### src/rtl/if_prefetch_queue_pkg.sv
// Shared types for the instruction prefetch queue: PC/instruction words,
// the stored fetch entry, and the head bus handed to the fetch/decode buffer.
package if_prefetch_queue_pkg;

  localparam int DEF_DEPTH   = 4;
  localparam int DEF_PC_W    = 8;
  localparam int DEF_INSTR_W = 32;

  typedef logic [DEF_PC_W-1:0]    ProgramCounter;
  typedef logic [DEF_INSTR_W-1:0] Instruction;

  typedef struct packed {
    ProgramCounter pc;
    Instruction    instr;
  } FetchEntry;

  typedef struct packed {
    logic          valid;
    ProgramCounter pc;
    ProgramCounter next_pc;
    Instruction    instr;
  } QueueHead;

  // Occupancy counter must represent DEPTH itself, hence the extra bit.
  function automatic int cnt_w(input int depth);
    return $clog2(depth) + 1;
  endfunction

  function automatic QueueHead make_head(input logic valid, input FetchEntry e);
    QueueHead h;
    h.valid   = valid;
    h.pc      = valid ? e.pc : {DEF_PC_W{1'b0}};
    h.instr   = valid ? e.instr : {DEF_INSTR_W{1'b0}};
    h.next_pc = h.pc + {{(DEF_PC_W-1){1'b0}}, 1'b1};
    return h;
  endfunction

endpackage

### src/rtl/if_prefetch_queue_prefetch_fifo.sv
// Generic DEPTH-entry circular buffer with enqueue, dequeue, flush and an
// occupancy count. Flush wins over enqueue/dequeue in the same cycle.
module if_prefetch_queue_prefetch_fifo
  import if_prefetch_queue_pkg::*;
#(
  parameter int DEPTH = DEF_DEPTH,
  parameter int W     = DEF_PC_W + DEF_INSTR_W
) (
  input  logic                    clk,
  input  logic                    rst,
  input  logic                    flush,
  input  logic                    enq,
  input  logic                    deq,
  input  logic [W-1:0]            wdata,
  output logic [W-1:0]            rdata,
  output logic [cnt_w(DEPTH)-1:0] count
);

  localparam int AW = $clog2(DEPTH);
  localparam int CW = cnt_w(DEPTH);
  localparam logic [AW-1:0] PTR_ONE = {{(AW-1){1'b0}}, 1'b1};
  localparam logic [CW-1:0] CNT_ONE = {{(CW-1){1'b0}}, 1'b1};

  logic [W-1:0]  mem_q [DEPTH];
  logic [AW-1:0] wr_ptr_q, wr_ptr_d;
  logic [AW-1:0] rd_ptr_q, rd_ptr_d;
  logic [CW-1:0] count_q,  count_d;

  // Pointer and occupancy next-state; DEPTH is a power of two so pointers wrap naturally.
  always_comb begin
    wr_ptr_d = wr_ptr_q;
    rd_ptr_d = rd_ptr_q;
    count_d  = count_q;
    if (flush) begin
      wr_ptr_d = {AW{1'b0}};
      rd_ptr_d = {AW{1'b0}};
      count_d  = {CW{1'b0}};
    end else begin
      if (enq) begin
        wr_ptr_d = wr_ptr_q + PTR_ONE;
      end else begin
        wr_ptr_d = wr_ptr_q;
      end
      if (deq) begin
        rd_ptr_d = rd_ptr_q + PTR_ONE;
      end else begin
        rd_ptr_d = rd_ptr_q;
      end
      case ({enq, deq})
        2'b10:   count_d = count_q + CNT_ONE;
        2'b01:   count_d = count_q - CNT_ONE;
        default: count_d = count_q;
      endcase
    end
  end

  always_ff @(posedge clk or posedge rst) begin
    if (rst) begin
      wr_ptr_q <= {AW{1'b0}};
      rd_ptr_q <= {AW{1'b0}};
      count_q  <= {CW{1'b0}};
    end else begin
      wr_ptr_q <= wr_ptr_d;
      rd_ptr_q <= rd_ptr_d;
      count_q  <= count_d;
    end
  end

  // Storage is never reset; the head is only meaningful while count is non-zero.
  always_ff @(posedge clk) begin
    if (enq && !flush) begin
      mem_q[wr_ptr_q] <= wdata;
    end
  end

  assign rdata = mem_q[rd_ptr_q];
  assign count = count_q;

endmodule

### src/rtl/if_prefetch_queue.sv
// Instruction prefetch stage: owns the fetch PC, queues {pc, instr} pairs read
// from the ROM, and presents the oldest one to decode with a valid/stall handshake.
module if_prefetch_queue
  import if_prefetch_queue_pkg::*;
#(
  parameter int DEPTH   = DEF_DEPTH,
  parameter int PC_W    = DEF_PC_W,
  parameter int INSTR_W = DEF_INSTR_W
) (
  input  logic                    clk,
  input  logic                    rst,
  input  logic                    redirect,
  input  logic [PC_W-1:0]         redirect_pc,
  input  logic                    stall,
  output logic [PC_W-1:0]         rom_addr,
  input  logic [INSTR_W-1:0]      rom_instr,
  output logic                    out_valid,
  output logic [PC_W-1:0]         out_pc,
  output logic [PC_W-1:0]         out_next_pc,
  output logic [INSTR_W-1:0]      out_instr,
  output logic [cnt_w(DEPTH)-1:0] count
);

  localparam int CW = cnt_w(DEPTH);
  localparam int EW = PC_W + INSTR_W;
  localparam logic [CW-1:0]   DEPTH_C = CW'(DEPTH);
  localparam logic [PC_W-1:0] PC_ONE  = {{(PC_W-1){1'b0}}, 1'b1};

  logic [PC_W-1:0] fetch_pc_q, fetch_pc_d;
  logic [CW-1:0]   count_s;
  logic [EW-1:0]   head_s;
  logic            valid_s;
  logic            enq_s;
  logic            deq_s;

  // Redirect squashes the head (not consumed) and discards this cycle's ROM word.
  always_comb begin
    valid_s = (count_s != {CW{1'b0}});
    if (redirect) begin
      deq_s      = 1'b0;
      enq_s      = 1'b0;
      fetch_pc_d = redirect_pc;
    end else begin
      deq_s = valid_s & ~stall;
      enq_s = (count_s < DEPTH_C) | deq_s;
      if (enq_s) begin
        fetch_pc_d = fetch_pc_q + PC_ONE;
      end else begin
        fetch_pc_d = fetch_pc_q;
      end
    end
  end

  always_ff @(posedge clk or posedge rst) begin
    if (rst) begin
      fetch_pc_q <= {PC_W{1'b0}};
    end else begin
      fetch_pc_q <= fetch_pc_d;
    end
  end

  if_prefetch_queue_prefetch_fifo #(
    .DEPTH (DEPTH),
    .W     (EW)
  ) u_fifo (
    .clk   (clk),
    .rst   (rst),
    .flush (redirect),
    .enq   (enq_s),
    .deq   (deq_s),
    .wdata ({fetch_pc_q, rom_instr}),
    .rdata (head_s),
    .count (count_s)
  );

  // Head is forced to zero when empty so reset yields clean, defined outputs.
  always_comb begin
    out_valid = valid_s;
    if (valid_s) begin
      out_pc    = head_s[EW-1 -: PC_W];
      out_instr = head_s[INSTR_W-1:0];
    end else begin
      out_pc    = {PC_W{1'b0}};
      out_instr = {INSTR_W{1'b0}};
    end
    out_next_pc = out_pc + PC_ONE;
  end

  assign rom_addr = fetch_pc_q;
  assign count    = count_s;

endmodule
### config.mk
export PLATFORM = sky130hd
export DESIGN_NAME = if_prefetch_queue
export DESIGN_NICKNAME = d
export VERILOG_FILES = /design/src/rtl/if_prefetch_queue_pkg.sv /design/src/rtl/if_prefetch_queue_prefetch_fifo.sv /design/src/rtl/if_prefetch_queue.sv
export SDC_FILE = /design/constraint.sdc
export NUM_CORES = 1
export LEC_CHECK = 0
export ABC_AREA = 1
export CAP_MARGIN = 20
export CORE_MARGIN = 5
export CORE_UTILIZATION = 49
export CTS_CLUSTER_SIZE = 12
export DETAILED_ROUTE_END_ITERATION = 7
export GPL_TIMING_DRIVEN = 0
export PLACE_DENSITY = 0.84
export REMOVE_ABC_BUFFERS = 1
export SYNTH_ARGS = -nofsm -noshare
export SYNTH_HDL_FRONTEND = slang
export SYNTH_HIERARCHICAL = 1
export SYNTH_SLANG_ARGS = --single-unit
### constraint.sdc
create_clock -name clk -period 3.1 [get_ports clk]
set_input_delay 0.62 -clock clk [delete_from_list [all_inputs] [get_ports clk]]
set_output_delay 0.62 -clock clk [all_outputs]
set_load 0.1 [all_outputs]
Yosys cells after proc, flatten, opt, wreduce, memory -nomap -nowiden
Memory sizes are Yosys's and may differ from the RTL's.
Index checks and enable logic that the tools add are counted.
W data, S select, Z words.
- bits in registers: 15
- bits in writable memories: 160
- output and inout bits: 60
- word-level logic and storage cells: 38
- memories kept: 1
- add/subtract/negate cells: 6
- order comparisons: 1
- equality and inequality tests: 2
- multiplexer cells: 14
- bitwise gates (word level): 3
- reductions and logical operators: 7
- memory list (memory ; words ; width ; read ports ; clocked after Yosys merged registers in ; wr ports ; RTL line ; text):
    u_fifo.mem_q ; 4 ; 40 ; 1 ; 0 ; 1 ; if_prefetch_queue_prefetch_fifo.sv:24 ; logic [W-1:0] mem_q [DEPTH];
- operators with widths (operator ; count):
    $mux W32 ; 1
    $mux W8 ; 3
    $add A8 B1 Y8 const B ; 2
    $mux W2 ; 4
    $pmux W3 S2 ; 1
    $reduce_bool A2 Y1 ; 3
    $reduce_bool A3 Y1 ; 2
    $add A2 B1 Y2 const B ; 2
    $mux W1 ; 4
    $add A3 B1 Y3 const B ; 1
    $lt A3 B3 Y1 const B ; 1
    $mux W3 ; 1
    $sub A3 B1 Y3 const B ; 1
    $eq A2 B1 Y1 const B ; 1
    $eq A2 B2 Y1 const B ; 1
    $and A1 B1 Y1 ; 1
    $logic_and A1 B1 Y1 ; 1
    $logic_not A1 Y1 ; 1
    $not A1 Y1 ; 1
    $or A1 B1 Y1 ; 1

Logic depth before layout (Yosys ltp)
Gate-level depths: netlist of the first run.
- depth in word-level cells: 7
- mapped depth: 15
- mapped depth without buffers: 14

By module
The synthesis of the first run kept the hierarchy.
- by module, submodules not included (module ; instances ; cells each ; area each (sq um) ; sequential area each (sq um)):
    if_prefetch_queue_prefetch_fifo ; 1 ; 446 ; 6506.2 ; 4979.8
    if_prefetch_queue ; 1 ; 183 ; 1016.0 ; 200.2

Worst setup path before layout of the first run
Ideal clock, no wire load.
- path kind: reg-to-output
- start point: register u_fifo.count_q[1], in the netlist u_fifo/count[1]
- end point: output out_next_pc[1]
- arrival time: 4.215 ns
- required time: 2.480 ns
- setup slack: -1.735 ns
- stages on the path, launching flop included: 8
- path buffers: 1
- cell sequence: dfrtp_1 > nor2_2 > nand2_4 > buf_12 > nand2_1 > inv_2 > nor2_1 > a21oi_1
- word-level cells in the longest chain between the ends: 3
- ends and longest elaborated chain (what ; RTL line ; text):
    from (decl) ; if_prefetch_queue_prefetch_fifo.sv:27 ; logic [CW-1:0] count_q, count_d;
    from (signal assigned) ; if_prefetch_queue_prefetch_fifo.sv:61 ; count_q <= {CW{1'b0}};
    from (signal assigned) ; if_prefetch_queue_prefetch_fifo.sv:65 ; count_q <= count_d;
    $reduce_bool A3 Y1 ; if_prefetch_queue.sv:38 ; valid_s = (count_s != {CW{1'b0}});
    net out_valid ; if_prefetch_queue.sv:17 ; output logic out_valid,
    $mux W8 ; if_prefetch_queue.sv:79 ; if (valid_s) begin
    net out_pc[0] ; if_prefetch_queue.sv:18 ; output logic [PC_W-1:0] out_pc,
    $add A8 B1 Y8 ; if_prefetch_queue.sv:86 ; out_next_pc = out_pc + PC_ONE;
    to (decl) ; if_prefetch_queue.sv:19 ; output logic [PC_W-1:0] out_next_pc,
The timed path passes the listed nets, and every way through them passes these cells.

Worst setup path in the final report of the first run
- start point: register u_fifo.rd_ptr_q[0]
- end point: output out_next_pc[3]
- word-level cells in the longest chain between the ends: 3
- ends and longest elaborated chain (what ; RTL line ; text):
    from (decl) ; if_prefetch_queue_prefetch_fifo.sv:26 ; logic [AW-1:0] rd_ptr_q, rd_ptr_d;
    from (signal assigned) ; if_prefetch_queue_prefetch_fifo.sv:60 ; rd_ptr_q <= {AW{1'b0}};
    from (signal assigned) ; if_prefetch_queue_prefetch_fifo.sv:64 ; rd_ptr_q <= rd_ptr_d;
    $mem_v2 Z4 W40 ; n/a ;
    net head_s[32] ; if_prefetch_queue.sv:31 ; logic [EW-1:0] head_s;
    $mux W8 ; if_prefetch_queue.sv:79 ;
    $add A8 B1 Y8 ; if_prefetch_queue.sv:86 ;
The timed path passes the listed nets, and every way through them passes these cells.

==> results of run 1 <==
## cell families (layout without fill, tap and decap cells)
logic type | Yosys count | in the layout
flip-flops | 175 | 175
AND/OR/NAND/NOR | 207 | 207
XOR/XNOR | 2 | 2
AO/OA/AOI/OAI | 140 | 140
adder cells (fa/ha/maj) | 6 | 6
buffers and inverters | 99 | 214
## final cells by class
class / count / area [um2] / share of cell area (%)
Clock buffer: 18 / 429 / 4.55
Clock inverter: 14 / 168 / 1.78
Inverter: 69 / 303 / 3.21
Multi-Input combinational cell: 355 / 1840 / 19.5
Sequential cell: 175 / 5180 / 55.0
Tap cell: 188 / 235 / 2.50
Timing Repair Buffer: 112 / 1250 / 13.2
Timing Repair inverter: 1 / 16.3 / 0.173
## worst max-delay path, cell delays in order, from the launching register on
cell and delay [ns]:
dfrtp_4 0.49, buf_12 0.21, clkinv_16 0.15, nor2_1 0.07, o22ai_2 0.30, nand3_4 0.17, nor2_4 0.16, xor2_2 0.21
buf_12 0.20
## how the worst max path moves through the flow
| stage | endpoint | slack [ns] | from | cells after the start |
|---|---|---|---|---|
| 2_1_floorplan | out_next_pc[3] | -2.56 | u_fifo/rd_ptr_q[0] | 5 |
| 3_3_place_gp | u_fifo/mem_q[3][5] | -2.41 | redirect | 6 |
| 3_5_place_dp | out_next_pc[3] | -1.36 | u_fifo/rd_ptr_q[1] | 8 |
| 4_1_cts | out_next_pc[3] | -0.01 | u_fifo/rd_ptr_q[0] | 8 |
| 5_1_grt | out_next_pc[2] | -0.02 | u_fifo/rd_ptr_q[0] | 8 |
| 6_report | out_next_pc[3] | 0.07 | u_fifo/rd_ptr_q[0] | 8 |
## routing by layer
metal | GRT usage [%] | routed length, um | vias up
li1 | - | - | 2404
met2 | 31.9 | 8270 | 151
met5 | 0 | 0 | -
met4 | 6.11 | 220 | 0
met1 | 22.5 | 6580 | 2432
met3 | 4.28 | 824 | 18
## flip-flops by register name, summed over array words and instances (netlist names)
register and flops:
rom_addr 8, u_fifo/count 3, u_fifo/mem_q 160, u_fifo/rd_ptr_q 2, u_fifo/wr_ptr_q 2
## power groups by stage
stage / Clock (W) / Combinational (W) / Sequential (W)
after CTS: 0.00214 / 0.00188 / 0.00273
after global routing: 0.00226 / 0.00199 / 0.00274
after floorplan: 0 / 0.00125 / 0.00292
after global placement: 0 / 0.00182 / 0.00281
after detailed placement: 0 / 0.00187 / 0.00279
final: 0.00211 / 0.00191 / 0.00273
## what timing repair did
| item | CTS | global route |
|---|---|---|
| gates cloned | 1 | 0 |
| endpoints found under the setup margin | 48 | 43 |
| buffers inserted | 3 | 0 |
| gates resized for setup | 186 | 29 |
| pin swaps | 2 | 1 |
| hold buffers | 0 | 0 |
## cell usage in the layout, fill, tap and decap left out, types with 4 or more instances in the layout
cell,instances
o21ai_1,39
nor2_4,6
clkinv_2,4
nor2_1,119
clkdlybuf4s15_2,33
inv_1,58
o22ai_2,6
nand3_1,17
a21oi_1,4
nand2_2,4
o21ai_2,4
ha_1,5
edfxtp_1,160
o22ai_1,35
inv_2,7
o21ai_0,45
dfrtp_1,13
nor2_2,5
clkdlybuf4s50_1,55
nand2_1,50
buf_12,7
clkbuf_16,17
## stage by stage
| stage | total power, W | setup TNS, ns |
|---|---|---|
| global route | 0.00699 | -0.0755 |
| detailed placement | 0.00466 | -57.47 |
| global placement | 0.00463 | -449.58 |
| floorplan | 0.00417 | -116.36 |
| finish | 0.00675 | 0 |
| CTS | 0.00676 | -0.0133 |
==> flow_metrics.py, run 1 <==
metrics = {
    "clocking": {
        "clkSlewWorstSetupHoldPaths_ns": 0.06,
        "clk_path_buf_depth": 2,
        "clock_latency_ns": 0.42,
        "htreeDepth": 4,
        "cts-buffers-inserted": 17,
        "clkSinkCount": 175,
        "cts-root-buf": "clkbuf_16",
        "cts_tree": "built",
    },
    "route": {
        "drc": 0,
        "wl_per_cell_um": 17.1,
        "drtIter0Drc": 353,
        "drtAntennaViolNets": 0,
        "wl_um": 15900,
        "via_per_inst": 5.37,
        "firstDrtPassIters": 5,
        "vias": 5005,
    },
    "synthesis": {
        "synth_warnings": 6,
        "synth_top_family_by_area": "simple AND/OR/NAND/NOR gates",
        "synth_mux_area_share_pct": 0,
        "synth.avg_cell_area_um2": 12.0,
        "syn_inst": 629,
        "yosys.area.top_type": "edfxtp_1",
        "yosysSeqAreaShare_pct": 68.9,
        "synth_fa_ha_area_share_pct": 1.10,
        "synth_common_cells": "160 x edfxtp_1, 124 x nor2_1, 59 x inv_1",
        "ys_ff_latch": 175,
        "ys.flop_type": "edfxtp_1",
        "synth-compound-area-share_pct": 10.5,
        "synth_top_area_share_pct": 63.9,
        "synth_cell_types": 38,
        "synth_simple_gate_area_share_pct": 11.5,
        "syn_area_um2": 7520,
        "synthArstFlopShare_pct": 8.57,
        "yosysMostFrequentCell": "edfxtp_1",
        "ys_top_cells_by_area": "edfxtp_1 64%, nor2_1 6.2%, dfrtp_1 5.0%, o22ai_1 3.3%, o21ai_0 3.0%",
        "synth_edf_count": 160,
        "synth_xor_xnor_area_share_pct": 0.233,
    },
    "sta": {
        "timing.hold.ws_ns": 0.483,
        "hold_viol_final": 0,
        "setup_viol": 0,
        "fin_ws_ns": 0.0730,
        "fin_worst_skew_ns": 0.00811,
        "fmax_ghz": 0.330,
        "relSlewSlack_pct": 34.4,
        "finalCritPeriodShare_pct": 97.6,
        "rsz0062_at_grt": "true",
        "tightest_slew_ns": 0.981,
        "period_needed_ns": 3.03,
        "maxSlewViolCount": 0,
    },
    "power_and_ir_drop": {
        "seq_power_share_pct": 40.5,
        "p_int_w": 0.00435,
        "p_clk_share_pct": 31.2,
        "p_sw_w": 0.00240,
        "leakagePower_nw": 3.51,
        "comb_power_share_pct": 28.3,
        "p_per_area_nw_per_um2": 716,
        "p_sw_share_pct": 35.5,
        "peakVddDrop_mv": 0.480,
    },
    "job": {
        "cap_violations": 0,
    },
    "place": {
        "gp_congestion": 0.838,
        "place_area_um2": 8650,
        "io_buffer_count": 103,
        "dp.cells": 896,
        "dpl.hpwl_um": 9370,
        "dp_slack_ns": -1.36,
    },
    "global_route": {
        "grt_pass1_wl_um": 25400,
        "grt-ovfl-total": 0,
        "grt_pass1_vias": 5032,
        "grt_util_all_layers_pct": 18.3,
        "grt_max_degree": 49,
        "antenna_found_initial": 0,
    },
    "die": {
        "dieHeight_um": 134,
        "fp.coreArea_um2": 15100,
        "std_cell_rows": 45,
        "start_util_pct": 49.7,
        "num_io_pins": 104,
        "dieArea_um2": 17900,
        "die_w_um": 134,
    },
    "critical_path": {
        "r2r_cells": 6,
        "start_kind": "flop",
        "r2r_start": "u_fifo/count[2]",
        "worstSetupEndpointType": "output port",
        "crit_fanout": 48,
        "reg2reg_to": "u_fifo/mem_q[2][2]",
        "cp.required_ns": 2.48,
        "worst_ep_arrival_time_ns": 2.41,
        "ff2ff_setup_slack_ns": 0.60,
        "criticalPathCategory": "reg2out",
    },
    "cells_and_area": {
        "antenna_cells": 0,
        "final_cell_count_no_fill": 932,
        "stdcell_area_um2": 9430,
        "fin_util_pct": 62.2,
        "drive_gt1_share_pct": 17.9,
        "finalNetCount": 781,
        "areaGrowthSynthToFinish_pct": 25.3,
        "nFillCells": 1139,
    },
    "worst_hold_path": {
        "hold_class": "in2async",
    },
    "status": {
        "status": "finished clean",
    },
}
No activity file was read; power rests on OpenSTA's default activity.
==> run 2: changes to the inputs <==
--- a/config.mk
+++ b/config.mk
@@ -18,3 +18,4 @@
 export SYNTH_HDL_FRONTEND = slang
 export SYNTH_HIERARCHICAL = 1
 export SYNTH_SLANG_ARGS = --single-unit
+export TNS_END_PERCENT = 30
==> run 2 against run 1 <==
Effect of this change: cell area shrank 0.28%; clock power barely moved; total power fell by 0.28%; register-to-register slack is essentially flat; sequential cell count unchanged; critical path depth up 1; worst hold slack improved by 0.0032 ns; global-route usage is the same; count of clock-buffer cells in the layout unchanged; die area stayed put.
==> flow_metrics.py, run 2 (synthesis results as in run 1) <==
metrics = {
    "status": {
        "status": "finished clean",
    },
    "route": {
        "drtIter0Drc": 395,
        "firstDrtPassIters": 5,
        "wl_per_cell_um": 17.1,
        "vias": 5067,
        "drc": 0,
        "drtAntennaViolNets": 0,
        "via_per_inst": 5.43,
        "wl_um": 15900,
    },
    "clocking": {
        "cts-root-buf": "clkbuf_16",
        "clk_path_buf_depth": 2,
        "clkSlewWorstSetupHoldPaths_ns": 0.06,
        "clkSinkCount": 175,
        "clock_latency_ns": 0.42,
        "cts-buffers-inserted": 17,
        "htreeDepth": 4,
        "holdBufCountCts": 0,
        "cts_tree": "built",
    },
    "place": {
        "io_buffer_count": 103,
        "place_area_um2": 8650,
        "gp_congestion": 0.838,
        "dpl.hpwl_um": 9370,
    },
    "sta": {
        "rsz0062_at_grt": "false",
        "fin_tns_setup_ns": 0,
        "period_needed_ns": 2.99,
        "setup_viol": 0,
        "fmax_ghz": 0.335,
        "finalCritPeriodShare_pct": 96.4,
        "fin_worst_skew_ns": 0.00876,
        "tightest_slew_ns": 0.980,
        "maxSlewViolCount": 0,
        "hold_viol_final": 0,
        "relSlewSlack_pct": 34.4,
    },
    "global_route": {
        "grt_max_degree": 49,
        "grt-ovfl-total": 0,
        "grt_pass1_wl_um": 25400,
        "antenna_found_initial": 0,
        "grt_pass1_vias": 5032,
        "grt_util_all_layers_pct": 18.3,
    },
    "power_and_ir_drop": {
        "peakVddDrop_mv": 0.491,
        "leakagePower_nw": 3.51,
        "p_per_area_nw_per_um2": 716,
    },
    "cells_and_area": {
        "final_cell_mix": "160 x edfxtp_1, 120 x nor2_1, 58 x inv_1",
        "largest_register": "u_fifo/mem_q",
        "final_common_cell": "edfxtp_1",
        "finalNetCount": 782,
        "stdcell_area_um2": 9400,
        "nFillCells": 1142,
        "areaGrowthSynthToFinish_pct": 25.0,
        "largest_reg_flops": 160,
        "antenna_cells": 0,
        "drive_gt1_share_pct": 17.9,
    },
    "critical_path": {
        "worst_ep_arrival_time_ns": 2.37,
        "start_kind": "flop",
        "r2r_start": "u_fifo/count[2]",
        "crit_fanout": 49,
        "criticalPathCategory": "reg2out",
        "worstSetupEndpointType": "output port",
        "cp.required_ns": 2.48,
        "crit_start": "u_fifo/rd_ptr_q[0]",
    },
    "die": {
        "fp.coreArea_um2": 15100,
        "start_util_pct": 49.7,
        "dieHeight_um": 134,
        "std_cell_rows": 45,
        "dieArea_um2": 17900,
        "die_w_um": 134,
        "num_io_pins": 104,
    },
    "worst_hold_path": {
        "hold_class": "in2async",
    },
    "job": {
        "cap_violations": 0,
    },
}
[run 2: cell types whose count changed in the layout (fill, tap and decap cells not counted), moves of 2 or more]
cell             before  now
clkbuf_2              0    2
clkdlybuf4s15_2      33   29
buf_12                7    5
clkdlybuf4s18_2       3    5
buf_6                 3    5
inv_16                0    2
[run 2: repair_timing]
action	CTS	global route
gates cloned	1	1
setup endpoints to repair	48	43
resized for setup	182	29
setup buffers	3	0
pin swaps	2	1
[run 2: path summary, 6_finish.rpt]
kind / to / slack (ns) / cells past startpoint
min in group clk: u_fifo/wr_ptr_q[0] / 0.58 / 1
min: u_fifo/count[2] / 0.49 / 2
max in group asynchronous: u_fifo/rd_ptr_q[0] / 2.36 / 2
min reg2reg: u_fifo/wr_ptr_q[0] / 0.58 / 1
max reg2reg: u_fifo/mem_q[2][15] / 0.60 / 6
max: out_next_pc[4] / 0.11 / 9
[run 2: critical path, stage by stage (launching register included)]
cell       delay [ns]
dfrtp_4          0.49
buf_12           0.21
clkinv_16        0.12
nor2_1           0.06
o22ai_2          0.30
nand3_4          0.17
nor2_4           0.18
nand2_1          0.06
nand2_1          0.06
buf_4            0.28
[run 2: routing by layer]
metal	wire, um	track usage, %	vias to the layer above
li1	-	-	2407
met1	6600	22.5	2465
met2	8170	31.9	175
met3	949	4.28	20
met4	210	6.11	0
met5	0	0	-
[run 2: per-stage QoR]
step | util [%] | hold WS [ns] | total power (W) | setup WS [ns] | std cells
2_1_floorplan | - | 0.423 | 0.00417 | -2.56 | 599
3_3_place_gp | 56.0 | 0.547 | 0.00463 | -2.41 | 890
3_5_place_dp | 57.1 | 0.571 | 0.00466 | -1.36 | 896
4_1_cts | 61.8 | 0.470 | 0.00675 | -0.0964 | 932
5_1_grt | 62.1 | 0.479 | 0.00698 | 0.00120 | 933
6_report | 62.1 | 0.486 | 0.00673 | 0.112 | 933
[run 2: cell type report]
cell class	instances	area [um2]	share of cell area (%)
Inverter	69	307	3.26
Multi-Input combinational cell	355	1840	19.6
Sequential cell	175	5180	55.2
Timing Repair inverter	2	31.3	0.333
Tap cell	188	235	2.50
Clock inverter	14	168	1.78
Clock buffer	18	429	4.56
Timing Repair Buffer	112	1210	12.8
[run 2: power breakdown]
| group | internal (W) | leakage (nW) | switching [W] | total [W] |
|---|---|---|---|---|
| combinational | 0.000394 | 1.59 | 0.00150 | 0.00189 |
| sequential | 0.00267 | 1.64 | 0.0000580 | 0.00273 |
| clock | 0.00127 | 0.286 | 0.000839 | 0.00211 |
==> run 3: changes to the inputs <==
--- a/config.mk
+++ b/config.mk
@@ -9,7 +9,7 @@
 export CAP_MARGIN = 20
 export CORE_MARGIN = 5
 export CORE_UTILIZATION = 49
-export CTS_CLUSTER_SIZE = 12
+export CTS_CLUSTER_SIZE = 20
 export DETAILED_ROUTE_END_ITERATION = 7
 export GPL_TIMING_DRIVEN = 0
 export PLACE_DENSITY = 0.84
==> results of run 3 <==
No change in the layout: final DEF, timing and power equal those of run 2.
==> edit, RTL diff (config.mk and constraints of run 1) <==
Make the reset (`rst`) synchronous in 2 clocked blocks.
--- a/src/rtl/if_prefetch_queue_prefetch_fifo.sv
+++ b/src/rtl/if_prefetch_queue_prefetch_fifo.sv
@@ -56,3 +56,3 @@
 
-  always_ff @(posedge clk or posedge rst) begin
+  always_ff @(posedge clk) begin
     if (rst) begin
--- a/src/rtl/if_prefetch_queue.sv
+++ b/src/rtl/if_prefetch_queue.sv
@@ -53,3 +53,3 @@
 
-  always_ff @(posedge clk or posedge rst) begin
+  always_ff @(posedge clk) begin
     if (rst) begin
Check against the original RTL: differs if rst is asserted again (counterexample within 4 cycles, from zero or initial values and one cycle with rst high); with rst held inactive, the same outputs for 4 cycles.
==> edit against run 1 <==
- global-route usage grew 0.34 points
- die area decreased by 0.81%
- cell area fell by 1.3%
- wire length rose by 0.99%
- setup slack got worse by 0.0036 ns
- sequential cell count up 2
- area after synthesis down 0.88%
- critical path type unchanged
- highest routed layer unchanged
Power is not compared: it rests on default switching activity, and its combinational part moved more than twofold at a synthesized area within 25%.
==> edit: results (changes against run 1) <==
| Metric | Value |
|---|---|
| Status | completed |
| Initial DRC Count | 401 (+14%) |
| Area fraction in compound gates after synthesis | 0.107 (+0.00111) |
| Routability cong. | 0.901 (+7.6%) |
| FF-to-FF setup slack | 0.63 ns (+0.03 ns) |
| Top post-synthesis cells by area | edfxtp_1 64%, nor2_1 6.9%, dfxtp_1 4.6%, o22ai_1 3.4%, o21ai_0 3.3% |
| Synth cell count leaders | 160 x edfxtp_1, 138 x nor2_1, 65 x inv_1 |
| Met3 wire length | 1020 um (+24%) |
| WL per Instance | 17.0 um (-0.30%) |
| DRT met1 WL | 6550 um (-0.47%) |
| Register clock-pin slew on the reported worst setup and hold paths | 0.06 ns (about the same) |
| Met1 GRT Util | 0.226 (+0.000853) |
| Met3 usage | 0.0461 (+0.00331) |
| Worst-path fanout max | 80 (+67%) |
| Via-per-instance ratio | 5.38 (+0.21%) |
| Sequential share of the synthesized area | 0.690 (+0.00143) |
| Min-Delay Path Class | flip-flop to flip-flop |
| Post-DP HPWL | 8950 um (-4.5%) |
| Final WL | 16,100 um (+0.99%) |
| Met2 wire len | 8170 um (-1.2%) |
| First-pass GRT wire length | 25,600 um (+0.87%) |
| FF-to-FF End | u_fifo/mem_q[1][8]$_DFFE_PP_ |
| Reg2reg start | u_fifo/count[2]$_SDFFE_PP0P_ |
| Nets | 794 (+1.7%) |
| Max_slew headroom | 0.343 (-0.00107) |
| Synth Area in XOR/XNOR | 0.00470 (+0.00237) |
| Placed cell count | 900 (+0.45%) |
| Worst Reg2Reg Path Length in Cells | 7 (+1) |
| Async set or reset register ratio after synthesis | 0 (-0.0857) |
| Placed Area | 8590 um2 (-0.68%) |
| Layout cells sized above 1 | 0.156 (-0.0227) |
| Largest net degree at the start of global routing | 81 (+65%) |
| Met2 GRT Util | 0.319 (-0.000353) |
| Adder-Cell Fraction of Synth Area | 0.0128 (+0.00178) |
-- edit: changes by cell type in the layout (fill, tap and decap cells not counted), sizes merged, moves of 2 or more --
cell	change
dfxtp	+17
dfrtp	-15
nand2	-15
nor2	+12
a21oi	+7
nand3	-6
buf	+5
clkinv	+4
bufinv	-3
clkdlybuf4s15	+3
clkdlybuf4s18	-3
nand4	+3
a211oi	-2
-- edit: metrics by stage --
stage	TNS [ns]	power [mW]	hold slack [ns]	setup slack, ns
finish	0	5.18	0.443	0.0694
global route	-0.0569	5.35	0.476	-0.0241
CTS	0	5.21	0.445	0.00232
detailed placement	-62.49	3.37	0.429	-1.16
global placement	-469.47	3.35	0.429	-2.43
floorplan	-133.89	3.16	0.412	-2.80
-- edit: worst max-delay path, stage by stage, from the launching register on --
cell and delay, ns:
dfxtp_4 0.42, inv_16 0.21, nor2_1 0.09, o22ai_2 0.31
nand3_4 0.15, nor2_4 0.22, nand4_1 0.10, nand2_1 0.09
buf_4 0.29
-- edit: worst max-delay path by stage --
stage / end / from / cells past startpoint
floorplan: out_next_pc[1] / flip-flop / 6
global placement: u_fifo/mem_q[3][12]$_DFFE_PP_ / redirect / 7
detailed placement: out_next_pc[3] / flip-flop / 7
CTS: out_pc[7] / flip-flop / 6
global route: out_next_pc[6] / flip-flop / 9
finish: out_next_pc[6] / flip-flop / 8
-- edit: area by class of cell --
cell class	count	area, um2
well taps	188	235
fillers	1149	5780
clock inverters	15	97.6
inverters	70	285
repair buffers	119	1310
flip-flops and latches	177	5150
multi-input cells	358	1800
clock buffers	17	425
-- edit: timing repair --
| item | CTS | global route |
|---|---|---|
| resized for setup | 167 | 14 |
| hold buffers | 0 | 0 |
| pin swaps | 0 | 1 |
| gates cloned | 0 | 1 |
| endpoints found under the setup margin | 48 | 31 |
| setup buffers | 10 | 1 |
